## src/rtl/maze_path_stack.sv

```systemverilog
// Location stack for the maze solver's DFS path, with a bottom-to-top replay engine.
// Optional PATH_STATS_EN adds max_depth (high-water mark) and backtracks (pop count) outputs.
module maze_path_stack #(
    parameter int DEPTH = 256,
    parameter int AW    = 8,
    parameter int W     = 8
) (
    input  logic          clk,
    input  logic          rst,
    input  logic          clr,
    input  logic          push,
    input  logic          pop,
    input  logic          rd_top,
    input  logic [W-1:0]  din,
    output logic [W-1:0]  dout,
    output logic          empty,
    output logic          full,
    output logic          ovf,
    output logic          unf,
    input  logic          replay_start,
    output logic          replay_valid,
    input  logic          replay_ready,
    output logic [W-1:0]  replay_loc,
    output logic          replay_done,
`ifdef PATH_STATS_EN
    output logic [AW:0]   max_depth,
    output logic [15:0]   backtracks,
`endif
    output logic          busy
);

    typedef enum logic [1:0] {S_IDLE, S_RUN, S_DONE} state_t;

    localparam logic [AW:0] DEPTH_P = (AW+1)'(DEPTH);

    state_t        state_q, state_d;
    logic [AW:0]   sp_q, sp_d;
    logic [AW-1:0] rp_q, rp_d;
    logic [W-1:0]  dout_q, dout_d;
    logic [W-1:0]  replay_loc_q, replay_loc_d;
    logic          ovf_q, ovf_d;
    logic          unf_q, unf_d;
    logic          wr_en;
    logic [AW-1:0] wr_addr;
    logic [AW-1:0] rd_addr;
    logic          ops_en;
    logic          clr_en;
    logic [W-1:0]  mem [DEPTH];

    assign empty = (sp_q == '0);
    assign full  = (sp_q == DEPTH_P);

    // Replay start wins over stack ops and clear; nothing touches the stack mid-replay.
    assign ops_en = (state_q == S_IDLE) && !replay_start;
    assign clr_en = clr && (state_q != S_RUN) && !((state_q == S_IDLE) && replay_start);

    always_ff @(posedge clk or posedge rst) begin
        if (rst) begin
            state_q      <= S_IDLE;
            sp_q         <= '0;
            rp_q         <= '0;
            dout_q       <= '0;
            replay_loc_q <= '0;
            ovf_q        <= 1'b0;
            unf_q        <= 1'b0;
        end else begin
            state_q      <= state_d;
            sp_q         <= sp_d;
            rp_q         <= rp_d;
            dout_q       <= dout_d;
            replay_loc_q <= replay_loc_d;
            ovf_q        <= ovf_d;
            unf_q        <= unf_d;
        end
    end

    always_ff @(posedge clk) begin
        if (wr_en) begin
            mem[wr_addr] <= din;
        end
    end

    always_comb begin
        state_d = state_q;
        case (state_q)
            S_IDLE: begin
                if (replay_start) begin
                    state_d = empty ? S_DONE : S_RUN;
                end
            end
            S_RUN: begin
                if (replay_ready && (rp_q == sp_q[AW-1:0] - AW'(1))) begin
                    state_d = S_DONE;
                end
            end
            S_DONE:  state_d = S_IDLE;
            default: state_d = S_IDLE;
        endcase
    end

    always_comb begin
        busy         = (state_q == S_RUN);
        replay_valid = (state_q == S_RUN);
        replay_done  = (state_q == S_DONE);
    end

    // Push+pop on a non-empty stack overwrites the top; on an empty stack it is a plain push.
    always_comb begin
        sp_d    = sp_q;
        ovf_d   = ovf_q;
        unf_d   = unf_q;
        wr_en   = 1'b0;
        wr_addr = sp_q[AW-1:0];
        dout_d  = dout_q;
        rd_addr = '0;
        if (clr_en) begin
            sp_d  = '0;
            ovf_d = 1'b0;
            unf_d = 1'b0;
        end else if (ops_en) begin
            if (push && pop && !empty) begin
                wr_en   = 1'b1;
                wr_addr = sp_q[AW-1:0] - AW'(1);
            end else if (push && !full) begin
                wr_en = 1'b1;
                sp_d  = sp_q + (AW+1)'(1);
            end else if (push && !pop) begin
                ovf_d = 1'b1;
            end else if (pop && !empty) begin
                sp_d = sp_q - (AW+1)'(1);
            end else if (pop && !push) begin
                unf_d = 1'b1;
            end
        end
        if (rd_top && (state_q == S_IDLE)) begin
            rd_addr = sp_d[AW-1:0] - AW'(1);
            if (sp_d == '0) begin
                dout_d = '0;
            end else if (wr_en && (wr_addr == rd_addr)) begin
                dout_d = din;
            end else begin
                dout_d = mem[rd_addr];
            end
        end
    end

    // The next entry is fetched on acceptance so the stream has no bubbles.
    always_comb begin
        rp_d         = rp_q;
        replay_loc_d = replay_loc_q;
        if ((state_q == S_IDLE) && replay_start && !empty) begin
            rp_d         = '0;
            replay_loc_d = mem[0];
        end else if ((state_q == S_RUN) && replay_ready &&
                     (rp_q != sp_q[AW-1:0] - AW'(1))) begin
            rp_d         = rp_q + AW'(1);
            replay_loc_d = mem[rp_q + AW'(1)];
        end
    end

    assign dout       = dout_q;
    assign replay_loc = replay_loc_q;
    assign ovf        = ovf_q;
    assign unf        = unf_q;

`ifdef PATH_STATS_EN
    logic [AW:0] max_depth_q, max_depth_d;
    logic [15:0] backtracks_q, backtracks_d;

    // A successful pop is the only non-clear event that lowers the pointer.
    always_comb begin
        max_depth_d  = max_depth_q;
        backtracks_d = backtracks_q;
        if (clr_en) begin
            max_depth_d  = '0;
            backtracks_d = '0;
        end else begin
            if (sp_d > max_depth_q) begin
                max_depth_d = sp_d;
            end
            if ((sp_d < sp_q) && (backtracks_q != 16'hFFFF)) begin
                backtracks_d = backtracks_q + 16'd1;
            end
        end
    end

    always_ff @(posedge clk or posedge rst) begin
        if (rst) begin
            max_depth_q  <= '0;
            backtracks_q <= '0;
        end else begin
            max_depth_q  <= max_depth_d;
            backtracks_q <= backtracks_d;
        end
    end

    assign max_depth  = max_depth_d == max_depth_d ? max_depth_q : max_depth_q;
    assign backtracks = backtracks_q;
`endif

endmodule

```

## config.mk

```make
export PLATFORM = sky130hd
export DESIGN_NAME = maze_path_stack
export DESIGN_NICKNAME = d
export VERILOG_FILES = /design/src/rtl/maze_path_stack.sv
export SDC_FILE = /design/constraint.sdc
export NUM_CORES = 2
export LEC_CHECK = 0
export BUFFER_PORTS_ARGS = -buffer_cell sky130_fd_sc_hd__buf_4
export CAP_MARGIN = 20
export CORE_MARGIN = 2
export CORE_UTILIZATION = 50
export DETAILED_ROUTE_END_ITERATION = 8
export PLACE_DENSITY = 0.66
export SYNTH_ARGS = -nofsm -noshare
export SYNTH_HDL_FRONTEND = slang
export SYNTH_SLANG_ARGS = --single-unit
```

## constraint.sdc

```tcl
create_clock -name clk -period 9.95 [get_ports clk]
set_input_delay 2.4875 -clock clk [delete_from_list [all_inputs] [get_ports clk]]
set_output_delay 2.4875 -clock clk [all_outputs]
set_load 0.005 [all_outputs]
```

== Yosys cells after proc, flatten, opt, wreduce, memory -nomap -nowiden ==
Memory sizes are Yosys's and may differ from the RTL's.
Cells that the tools add are included.
Word-level totals
  logic and storage cells: 95
  bits in writable memories: 2048
  memories: 1
  register bits after elaboration: 37
  latch bits: 0
  output and inout port bits: 23
  bits in read-only memories: 0
Operators by class
  mux-type cells: 37
  $add $sub $neg: 5
  divide/modulo/power cells: 0
  eq/ne operators: 13
  bitwise operators: 0
  multipliers: 0
  $lt $le $gt $ge: 0
  shift operators: 0
  reduce and logical (&&, ||, !) cells: 32
Memories
  mem: words 256, bits a word 8, rd ports 3, clocked after Yosys merged registers in 0, write ports 1, line 48  | logic [W-1:0] mem [DEPTH];
Operators with widths (number)
  8-bit two-way mux: 9
  9-bit two-way mux: 6
  9-bit zero test: 2
  1-bit two-way mux: 18
  8-bit equality test: 2
  1-bit logical AND: 16
  8-bit by 1-bit subtractor with 8-bit output (second input constant): 2
  2-bit inequality test (second input constant): 5
  9-bit by 1-bit adder with 9-bit output (second input constant): 1
  9-bit equality test (second input constant): 1
  9-bit by 1-bit subtractor with 9-bit output (second input constant): 1
  8-bit by 1-bit adder with 8-bit output (second input constant): 1
  8-bit inequality test: 1
  2-bit nonzero test: 4
  1-bit zero test: 6
  2-bit two-way mux: 3
  6-bit AND reduction: 1
  2-bit by 1-bit inequality test with 1-bit output (second input constant): 2
  2-bit case mux with 2 select lines: 1
  4-bit AND reduction: 1
  2-bit by 1-bit equality test with 1-bit output (second input constant): 1
  2-bit equality test (second input constant): 1
  2-bit zero test: 1
  2-bit AND reduction: 1

== Logic depth before layout (Yosys ltp) ==
  depth after elaboration: 14
  depth in mapped cells: 28

== Least setup slack after synthesis ==
Ideal clock, no wire load.
  kind: input port to flip-flop
  start point: input port push
  end point: register dout_q[0], in the netlist dout[0]
  slack: 2129 ps
  stages: 23
  path buffers: 11
  arrival: 7692 ps
  setup time: 129 ps
  path through: clkbuf_1 nor2b_1 o31ai_2 a31oi_4 xnor2_1 and2_1 buf_6 buf_4 buf_4 buf_4 buf_4 inv_1 ha_1 clkbuf_1 clkbuf_1 buf_1 clkbuf_1 clkbuf_1 mux4_2 a221oi_1 o21ai_0 o31ai_1 o31ai_1
On the way
  word-level cells in the longest chain between the ends: 11
RTL lines
  start, declared: line 11  | input logic push,
  1-bit logical AND: line 127  | end else if (push && !pop) begin
  9-bit two-way mux: line 127
  9-bit two-way mux: line 124  | end else if (push && !full) begin
  9-bit two-way mux *: line 121  | if (push && pop && !empty) begin
  9-bit two-way mux *: line 120  | end else if (ops_en) begin
  9-bit two-way mux *: line 116  | if (clr_en) begin
  named net sp_d[0]: line 37  | logic [AW:0] sp_q, sp_d;
  branches (longest 4 deep; another with 8-bit by 1-bit subtractor with 8-bit output)
  8-bit two-way mux *: line 137  | if (sp_d == '0) begin
  end signal, assigned: line 70  | dout_q <= dout_d;
  end, declared: line 39  | logic [W-1:0] dout_q, dout_d;
Mark *: on every way through the listed nets, which the timed path passes.
A chain may end at the register's enable or synchronous reset.

== Final worst setup path ==
  start point: register sp_q[0]
  end point: register dout_q[3], in the netlist dout[3]
On the way
  word-level cells in the longest chain between the ends: 14
RTL lines
  start, declared: line 37
  start signal, assigned: line 68  | sp_q <= sp_d;
  branches (longest 13 deep; another with 9-bit by 1-bit subtractor with 9-bit output)
  8-bit two-way mux *: line 137
Every way passes the cells marked *.

==> results.toml <==
[run]
drv_cap = 0

[synth]
synth_top_area_frac = 0.624
ys_ff_latch = 2085
ys_async_sr_fraction = 0.0177
yosys.area.top_type = "edfxtp_1"
synth_cell_types = 78
synth-seq-area-share = 0.634
syn_inst = 4913
syn_area_per_cell_sq_um = 20.0
syn-num-nets = 4933
synth_area_leaders = "edfxtp_1 62%, mux4_2 27%, a22oi_1 1.4%"
synthesis.area_sq_mm = 0.0985
synth_flop_cell = "edfxtp_1"
synth_edf_count = 2048
synth_warnings = 0

[grt]
grt_max_degree = 164
first_global_vias = 55421
track_usage = 0.304
grt_antenna_before_repair = 18
grt_pass1_wl_microns = 426000
grt_overflow = 0

[timing]
fin_crit_sh = 0.795
fin_ws_ns = 2.04
finalHoldViolCount = 0
fin_skew_ns = 0.0340
worstMarginPinSlew_ns = 1.24
setup_viol = 0
rsz0062_at_grt = "false"
fin_tns_setup_ns = 0
maxSlewHeadroom = 0.171
whs_ns = 0.533
fmax_mhz = 126
slew_viol_final = 0
period_needed_ns = 7.91

[route]
vias = 56861
via_per_inst = 7.35
ant_nets = 0
wl_per_cell_microns = 39.1
drt-initial-drc-count = 9163
routed_wl_microns = 302000
remaining_drc_errors = 8
drt_pass1_iterations = 9

[layout]
area_growth_pct = 10.8
fin_nets = 4944
nFillCells = 14592
final_common_cell = "edfxtp_1"
design_area_sq_mm = 0.109
drive_above_1_share = 0.351
most-common-layout-cells = "2048 x edfxtp_1, 1187 x mux4_2, 336 x nor2_1"

[clock_network]
root_buffer = "clkbuf_16"
clockBufferDepth = 3
clock_latency_ns = 0.87
cts_tree = "done"
cts.sinks = 2085
post_cts_buffers = 0
cts_max_level = 4
cts_buffers = 211
ctsResizeCount = 0
clk_pin_slew_ns = 0.07
ctsHoldBuffers = 0

[die]
die_w_microns = 448
num_io_pins = 39
rows = 162
core_sq_mm = 0.195
dieHeight_microns = 448
initial_core_util = 0.504
die-area_sq_mm = 0.201

[placement]
port_buffers = 38
dp_hpwl_microns = 187000
gp_congestion = 0.916
dp_slack_ns = 1.43
place_area_sq_mm = 0.102

[worst_setup_path]
crit_path_max_fanout = 46
arrival_ns = 8.61
slowest_delay_ns = 0.90
startpoint_type = "flip-flop"
required_ns = 10.65
slowest_stage = "o21ai_0"
crit_chain = "inv_1 > ha_1 > or3b_1 > o311ai_1 > nand2_1 > a211oi_1 > or4_1 > inv_4 > xnor2_2 > o22ai_4 > buf_4 > a22oi_1 > a21oi_1 > or4_1 > o21ai_0 > o31ai_1"
cp-end-kind = "flip-flop"
crit_type = "flip-flop to flip-flop"
cpMostUsedCell = "or4_1"

[power]
peakVddDrop_mv = 0.524
power_density_mw_per_mm2 = 352
leakagePower_nw = 32.9
power_w = 0.0384

[worst_hold_path]
hold_class = "flip-flop to flip-flop"

[status]
status = "finished, violations left"
violations = "design-rule violations"
==> sequential cells by signal, summed over array words and instances, names as in the netlist <==
register    count
rp_q            8
dout            8
ovf             1
unf             1
state_q         2
sp_q            9
replay_loc      8
mem          2048
==> Yosys cell counts (27+ instances only) <==
master    instances
edfxtp_1       2048
buf_1            85
a21oi_1         113
buf_4            36
nand2_1          85
clkbuf_1        223
o21ai_0          67
a22o_1           31
buf_2            39
a22oi_1         187
nor2_1          339
dfrtp_1          37
nand3_1          27
mux4_2         1187
mux2_2           46
a222oi_1         31
xnor2_1          27
==> area by class of cell <==
type	count	area, sq um	area share
clock inverter	129	1390	0.0127
multi-input combinational	2415	34500	0.316
inverter	18	70.1	0.000642
timing repair buffer	193	1950	0.0178
sequential	2085	62400	0.572
tap	2624	3280	0.0301
clock buffer	258	5520	0.0506
antenna	12	30.0	0.000275
==> metal layers <==
metal	up-vias	part of all wire	global-route usage
met4	28	0.047	0.127
met2	4270	0.47	0.466
li1	21555	-	-
met3	691	0.12	0.0845
met5	-	0.00085	0
met1	30317	0.36	0.413
==> power by group <==
| part | switching, W | leakage [nW] | internal, W |
|---|---|---|---|
| registers | 0.000226 | 18.9 | 0.00971 |
| logic | 0.0119 | 10.7 | 0.00862 |
| clock network | 0.00345 | 3.36 | 0.00457 |
==> path summary, 6_finish.rpt <==
path                                from  slack [ns]             to  depth (start not counted)
hold reg to reg            replay_loc[3]        0.53  replay_loc[3]                          2
setup reg to reg                 sp_q[0]        2.04        dout[3]                         16
min in group asynchronous            rst        1.93        dout[6]                          3
max in group asynchronous            rst        7.34        rp_q[0]                          3
setup / recovery                 sp_q[0]        2.04        dout[3]                         16
hold / removal             replay_loc[3]        0.53  replay_loc[3]                          2
==> critical path: cells and delay by family, from the launching register on <==
kind                       cells  cell delay, ns
AOI/OAI and AO/OA              7            2.58
xor gates and xnor gates       1            0.53
adders and majority gates      1            0.36
buffers and inverters          3            1.17
DFF                            1            0.67
and+or+nand+nor                4            2.32
==> cells by family after synthesis <==
family,synth area share
compound gates,0.0401
simple gates,0.0252
buf+inv,0.0185
xor+xnor,0.00372
fa+ha+maj,0.000508
flops,0.634
mux,0.278
==> through the flow <==
step	instances	utilization
finish	7734	0.559
CTS	7704	0.557
detailed placement	7317	0.522
global placement	7305	0.521
floorplan	4913	-
global route	7723	0.559
(Power assumes the default switching activity.)
